### config.mk
export PLATFORM = sky130hd
export DESIGN_NAME = load_align_unit
export DESIGN_NICKNAME = d
export VERILOG_FILES = /design/src/rtl/load_align_unit.sv
export SDC_FILE = /design/constraint.sdc
export NUM_CORES = 1
export LEC_CHECK = 0
export ABC_AREA = 1
export CORE_ASPECT_RATIO = 1.2
export CORE_MARGIN = 2
export CORE_UTILIZATION = 40
export CTS_CLUSTER_SIZE = 14
export DETAILED_ROUTE_END_ITERATION = 16
export PLACE_DENSITY = 0.81
export SYNTH_ARGS = -nofsm -noshare
export SYNTH_HDL_FRONTEND = slang
export SYNTH_SLANG_ARGS = --single-unit
### constraint.sdc
create_clock -name clk -period 2.6 [get_ports clk]
set_clock_uncertainty 0.05 [all_clocks]
set_input_delay 0.39 -clock clk [delete_from_list [all_inputs] [get_ports clk]]
set_output_delay 0.39 -clock clk [all_outputs]
set_load 0.01 [all_outputs]
### src/rtl/load_align_unit.sv
// Load sequencer: issues one or two word reads, aligns and extends LB/LH/LW/LBU/LHU data.
// Define MISALIGNED_LOAD_EN to service word-crossing loads; otherwise they return rsp_err.
//
// state | meaning
// IDLE  | ready for a request
// WAIT0 | first read data arriving (lo word)
// WAIT1 | second read data arriving (hi word), only with MISALIGNED_LOAD_EN
// RSP   | result held until consumer accepts

module load_align_unit #(
    parameter int DMEM_AW = 14
) (
    input  logic               clk,
    input  logic               rst_n,
    input  logic               flush,
    input  logic               req_valid,
    output logic               req_ready,
    input  logic [2:0]         req_fnc,
    input  logic [31:0]        req_addr,
    input  logic [4:0]         req_rd,
    output logic               dmem_en,
    output logic [DMEM_AW-1:0] dmem_addr,
    input  logic [31:0]        dmem_dout,
    output logic               rsp_valid,
    input  logic               rsp_ready,
    output logic [31:0]        rsp_data,
    output logic [4:0]         rsp_rd,
    output logic               rsp_err
);

    typedef enum logic [1:0] {
        IDLE,
        WAIT0,
`ifdef MISALIGNED_LOAD_EN
        WAIT1,
`endif
        RSP
    } state_t;

    function automatic logic is_bad_fnc(input logic [2:0] f);
        return (f == 3'd3) || (f == 3'd6) || (f == 3'd7);
    endfunction

    function automatic logic crosses(input logic [2:0] f, input logic [1:0] off);
        return ((f[1:0] == 2'd1) && (off == 2'd3)) || ((f == 3'd2) && (off != 2'd0));
    endfunction

    function automatic logic [31:0] align(input logic [2:0] f, input logic [1:0] off,
                                          input logic [63:0] dw);
        logic [31:0] sh;
        sh = 32'(dw >> {off, 3'b000});
        case (f)
            3'd0:    return {{24{sh[7]}}, sh[7:0]};
            3'd1:    return {{16{sh[15]}}, sh[15:0]};
            3'd2:    return sh;
            3'd4:    return {24'h0, sh[7:0]};
            3'd5:    return {16'h0, sh[15:0]};
            default: return 32'h0;
        endcase
    endfunction

    state_t             state, state_nxt;
    logic [2:0]         fnc_q;
    logic [1:0]         off_q;
    logic               accept;
    logic               req_bad;
    logic               rsp_load;
    logic [31:0]        rsp_data_nxt;
    logic               rsp_err_nxt;
    logic               unused_addr_hi;

    assign unused_addr_hi = ^req_addr[31:DMEM_AW+2];

`ifdef MISALIGNED_LOAD_EN
    logic [DMEM_AW-1:0] word_q;
    logic [31:0]        lo_q;
    assign req_bad = is_bad_fnc(req_fnc);
`else
    assign req_bad = is_bad_fnc(req_fnc) || crosses(req_fnc, req_addr[1:0]);
`endif

    assign req_ready = (state == IDLE) && rst_n && !flush;
    assign accept    = req_valid && req_ready;
    assign rsp_valid = (state == RSP);

    always_comb begin
        state_nxt    = state;
        dmem_en      = 1'b0;
        dmem_addr    = '0;
        rsp_load     = 1'b0;
        rsp_data_nxt = 32'h0;
        rsp_err_nxt  = 1'b0;
        case (state)
            IDLE: begin
                if (accept) begin
                    if (req_bad) begin
                        state_nxt   = RSP;
                        rsp_load    = 1'b1;
                        rsp_err_nxt = 1'b1;
                    end else begin
                        dmem_en   = 1'b1;
                        dmem_addr = req_addr[DMEM_AW+1:2];
                        state_nxt = WAIT0;
                    end
                end
            end
            WAIT0: begin
`ifdef MISALIGNED_LOAD_EN
                if (crosses(fnc_q, off_q)) begin
                    dmem_en   = 1'b1;
                    dmem_addr = word_q + {{(DMEM_AW-1){1'b0}}, 1'b1};
                    state_nxt = WAIT1;
                end else begin
                    state_nxt    = RSP;
                    rsp_load     = 1'b1;
                    rsp_data_nxt = align(fnc_q, off_q, {32'h0, dmem_dout});
                end
`else
                state_nxt    = RSP;
                rsp_load     = 1'b1;
                rsp_data_nxt = align(fnc_q, off_q, {32'h0, dmem_dout});
`endif
            end
`ifdef MISALIGNED_LOAD_EN
            WAIT1: begin
                state_nxt    = RSP;
                rsp_load     = 1'b1;
                rsp_data_nxt = align(fnc_q, off_q, {dmem_dout, lo_q});
            end
`endif
            RSP: begin
                if (rsp_ready) state_nxt = IDLE;
            end
            default: state_nxt = IDLE;
        endcase
        // flush and reset both kill any in-flight read and its result
        if (flush || !rst_n) begin
            state_nxt = IDLE;
            dmem_en   = 1'b0;
            dmem_addr = '0;
            rsp_load  = 1'b0;
        end
    end

    always_ff @(posedge clk) begin
        if (!rst_n) begin
            state    <= IDLE;
            fnc_q    <= 3'd0;
            off_q    <= 2'd0;
            rsp_rd   <= 5'd0;
            rsp_data <= 32'h0;
            rsp_err  <= 1'b0;
`ifdef MISALIGNED_LOAD_EN
            word_q   <= '0;
            lo_q     <= 32'h0;
`endif
        end else begin
            state <= state_nxt;
            if (accept) begin
                fnc_q  <= req_fnc;
                off_q  <= req_addr[1:0];
                rsp_rd <= req_rd;
`ifdef MISALIGNED_LOAD_EN
                word_q <= req_addr[DMEM_AW+1:2];
`endif
            end
`ifdef MISALIGNED_LOAD_EN
            if (state == WAIT0) lo_q <= dmem_dout;
`endif
            if (rsp_load) begin
                rsp_data <= rsp_data_nxt;
                rsp_err  <= rsp_err_nxt;
            end
        end
    end

endmodule
* After elaboration in Yosys (flattened, before gate mapping) *
Cells that the tools add are included.
Widths: inputs -> output; s select.

storage, ports and cells
  register bits after elaboration = 45
  output and inout port bits = 55

operators by class
  bitwise logic cells = 1
  reduce and logical (&&, ||, !) cells = 17
  shifts and indexed selects = 1
  equality and inequality tests = 14
  multiplexer cells = 19

operator list
  operator            count
  $pmux 32 s5         1
  $mux 14             4
  $mux 32             1
  $shr 32x5->32       1
  $eq 3x3->1 const B  4
  $eq 3x2->1 const B  3
  $mux 1              8
  $mux 2              3
  $pmux 2 s3          1
  $logic_and 1x1->1   5
  $logic_or 1x1->1    5
  $eq 2x1->1 const B  2
  $eq 2x2->1 const B  2
  $eq 3x1->1 const B  1
  $logic_not 3->1     1
  $logic_not 1->1     2
  $logic_not 2->1     1
  $ne 2x1->1 const B  1
  $ne 2x2->1 const B  1
  $pmux 1 s2          1
  $reduce_and 2->1    1
  $reduce_bool 2->1   1
  $reduce_or 2->1     1
  $not 1->1           1

* Longest topological paths before layout *
  depth in word-level cells = 8
  depth in mapped cells = 10

* Worst setup path before layout *
No wires, ideal clock.

  path type = input to output
  from = input flush
  to = output dmem_addr[11]
  data arrival time = 1.293 ns
  stages = 8
  required time = 2.160 ns
  slack = 0.867 ns
  cell sequence = inv_1 -> nand3_1 -> nor2_1 -> buf_4 -> inv_2 -> nor2_1 -> inv_1 -> nor2_1

between the ends
  word-level cells in the longest chain between the ends = 6
  elaborated cells on any way between the ends = 7
  classes of those cells = mux (3); reduce/logical (4)

ends and longest elaborated chain
  what               RTL line  source
  from (decl)        15        input logic flush,
  $logic_not 1->1    82        assign req_ready = (state == IDLE) && rst_n && !flush;
  $logic_and 1x1->1  82
  $logic_and 1x1->1  83        assign accept = req_valid && req_ready;
  $mux 14            95        if (accept) begin
  $mux 14            93        case (state)
  $mux 14 (*)        137       if (flush || !rst_n) begin
  to (decl)          22        output logic [DMEM_AW-1:0] dmem_addr,

Every way passes the cells marked *; elsewhere a longest branch is shown, timed or not.

* Final worst setup path *
  from = input flush
  to = output dmem_addr[9]

The elaborated chain is that of the path after synthesis.

==> results.py <==
metrics = {
    "placed_design": {
        "place_congestion": 0.863,
        "dpl-instance-area_sq_um": 3730,
        "dp_hpwl_microns": 5800,
        "io_buffers": 115,
    },
    "run": {
        "maxCapViolations": 0,
    },
    "power": {
        "power_density_nw_per_um2": 415,
        "max-vdd-ir-drop_mv": 0.229,
        "power.total_uw": 1610,
        "p_leak_uw": 0.00173,
    },
    "timing": {
        "tns_ns": 0,
        "min_period_ns": 2.45,
        "setup_viol": 0,
        "period_share": 0.943,
        "slew_headroom": 0.661,
        "rsz0062_at_grt": "false",
        "hold_ws_ns": 0.410,
        "fmax_ghz": 0.408,
        "tightest_slew_ns": 0.508,
        "hold_viol": 0,
        "drv_slew": 0,
    },
    "synthesis": {
        "yosysMostFrequentCell": "nand2_1",
        "synth-seq-area-share": 0.350,
        "yosys_most_used_dff": "dfxtp_1",
        "ys_types": 21,
        "synth_area_leader_cell": "dfxtp_1",
        "yosys-top-cells-count": "nand2_1 (165), dfxtp_1 (45), nor2_1 (39)",
        "synth_edf_count": 0,
        "synthTopCellsByArea": "dfxtp_1 (35%), nand2_1 (24%), a21oi_1 (7.0%), nand3_1 (6.6%), nor2_1 (5.7%)",
        "synth_cells": 406,
        "syn_area_sq_um": 2570,
        "synth_top_cell_area_share": 0.350,
        "synth_area_per_cell_sq_um": 6.34,
        "ys_ff_latch": 45,
        "synth_nets": 483,
        "yosys_warnings": 0,
        "ys_async_sr_fraction": 0,
    },
    "layout": {
        "area_growth_pct": 50.2,
        "seq_area_sq_um": 901,
        "multi_input_area_sq_um": 1390,
        "final_util": 0.612,
        "final_nets": 587,
        "final_area_sq_um": 3870,
        "drive_above_1_share": 0.0626,
        "fillCellCount": 625,
        "antenna_cells": 0,
    },
    "global_routing": {
        "antenna_found_initial": 0,
        "grt_pass1_vias": 2927,
        "grt_pass1_wl_microns": 12600,
        "gr-total-overflow": 0,
        "grt_max_degree": 35,
        "track_usage": 0.217,
    },
    "run_status": {
        "outcome": "finished clean",
    },
    "setup_path": {
        "regToRegSetupSlack_ns": 0.81,
        "crit_type": "in -> out",
        "reg2reg_from": "off_q[0]",
        "critical_path_arrival_ns": 2.01,
        "start_kind": "input pin",
        "cp.required_ns": 2.16,
        "r2r-end": "rsp_data[24]",
        "path_max_fanout": 22,
        "endpoint_kind": "output pin",
        "reg2regPathDepth": 7,
    },
    "routing": {
        "via_per_inst": 5.02,
        "wl_microns": 7730,
        "final_antenna_net_count": 0,
        "drcViolationCount": 0,
        "drtIter0Drc": 200,
        "num_vias": 2993,
        "avgRoutedWirePerCell_microns": 13.0,
        "dr.pass1.iters": 4,
    },
    "clock_network": {
        "cts_buffers": 5,
        "cts_tree": "built",
        "clk_pin_slew_ns": 0.08,
        "clockBufferDepth": 2,
        "cts.sink_count": 45,
        "cts_setup_buffers": 0,
        "ctsRootBufferMaster": "clkbuf_8",
        "h-tree-depth": 2,
        "ctsResizeCount": 0,
        "worstSkewPairLatency_ns": 0.29,
        "cts_hold_buf": 0,
    },
    "min_path": {
        "hold_path.class": "reg -> reg",
        "hp-start": "rsp_data[5]",
        "holdPathEnd": "rsp_data[5]",
        "min_path_cells": 2,
    },
    "floorplan": {
        "die_area_sq_um": 7100,
        "core.rowCount": 32,
        "dieWidth_microns": 77.2,
        "fp.dieH_microns": 91.9,
        "core_area_sq_um": 6330,
        "ios": 132,
        "initial_core_util": 0.407,
    },
}
cells by family after synthesis:
logic type | synth area share
AND/OR/NAND/NOR | 0.406
AO/OA/AOI/OAI | 0.132
buffers and inverters | 0.112
flip-flops | 0.350
critical path: stages:
cell             delay (ns)
clkdlybuf4s50_1        0.43
inv_1                  0.06
nand3_1                0.11
nor2_2                 0.13
inv_2                  0.07
buf_12                 0.15
nor2_1                 0.10
clkdlybuf4s50_1        0.55
layout make-up:
type	count	share of cell area
Inverter	23	0.0236
Clock buffer	7	0.0223
Sequential cell	45	0.233
Tap cell	85	0.0275
Multi-Input combinational cell	311	0.359
Timing Repair Buffer	124	0.327
Clock inverter	1	0.00776
through the flow:
stage               setup WS (ns)  instances
finish                      0.148        596
global route              0.00207        596
CTS                        0.0523        596
detailed placement         0.0681        588
global placement            0.124        588
floorplan                   0.867        406
worst max path at each step:
stage                     start       endpoint  slack, ns  cells past startpoint
floorplan                 flush  dmem_addr[11]       0.87                      8
global placement          rst_n  dmem_addr[11]       0.12                      8
detailed placement        flush   dmem_addr[8]       0.07                      9
CTS                       flush   dmem_addr[8]       0.05                      9
global route        req_addr[0]   dmem_addr[1]      0.002                      8
finish                    flush   dmem_addr[9]       0.15                      8
placed cells by master (no fill, tap or decap), drive strengths merged:
cell type,count
bufinv,1
nor2,43
dfxtp,45
o21ai,11
clkinv,1
dlymetal6s2s,8
o211ai,14
inv,22
nand2,166
clkbuf,7
nor3,1
nand3,39
buf,9
nand3b,1
a21oi,36
clkdlybuf4s50,107
sequential cells by signal, indices dropped and copies added (netlist names):
| register | flops |
|---|---|
| off_q | 2 |
| rsp_err | 1 |
| state | 2 |
| fnc_q | 3 |
| rsp_data | 32 |
| rsp_rd | 5 |
routing by layer:
metal | vias up | part of all wire | track usage
met5 | - | 0 | 0
met4 | 0 | 0.030 | 0.0878
met3 | 21 | 0.070 | 0.0502
met2 | 120 | 0.52 | 0.404
met1 | 1353 | 0.38 | 0.232
li1 | 1499 | - | -
power breakdown:
part	internal [uW]	switching [uW]	total, uW
combinational	172	184	356
clock	313	225	538
sequential	702	10.4	712
Note: power is estimated with default switching activity, not from simulation.
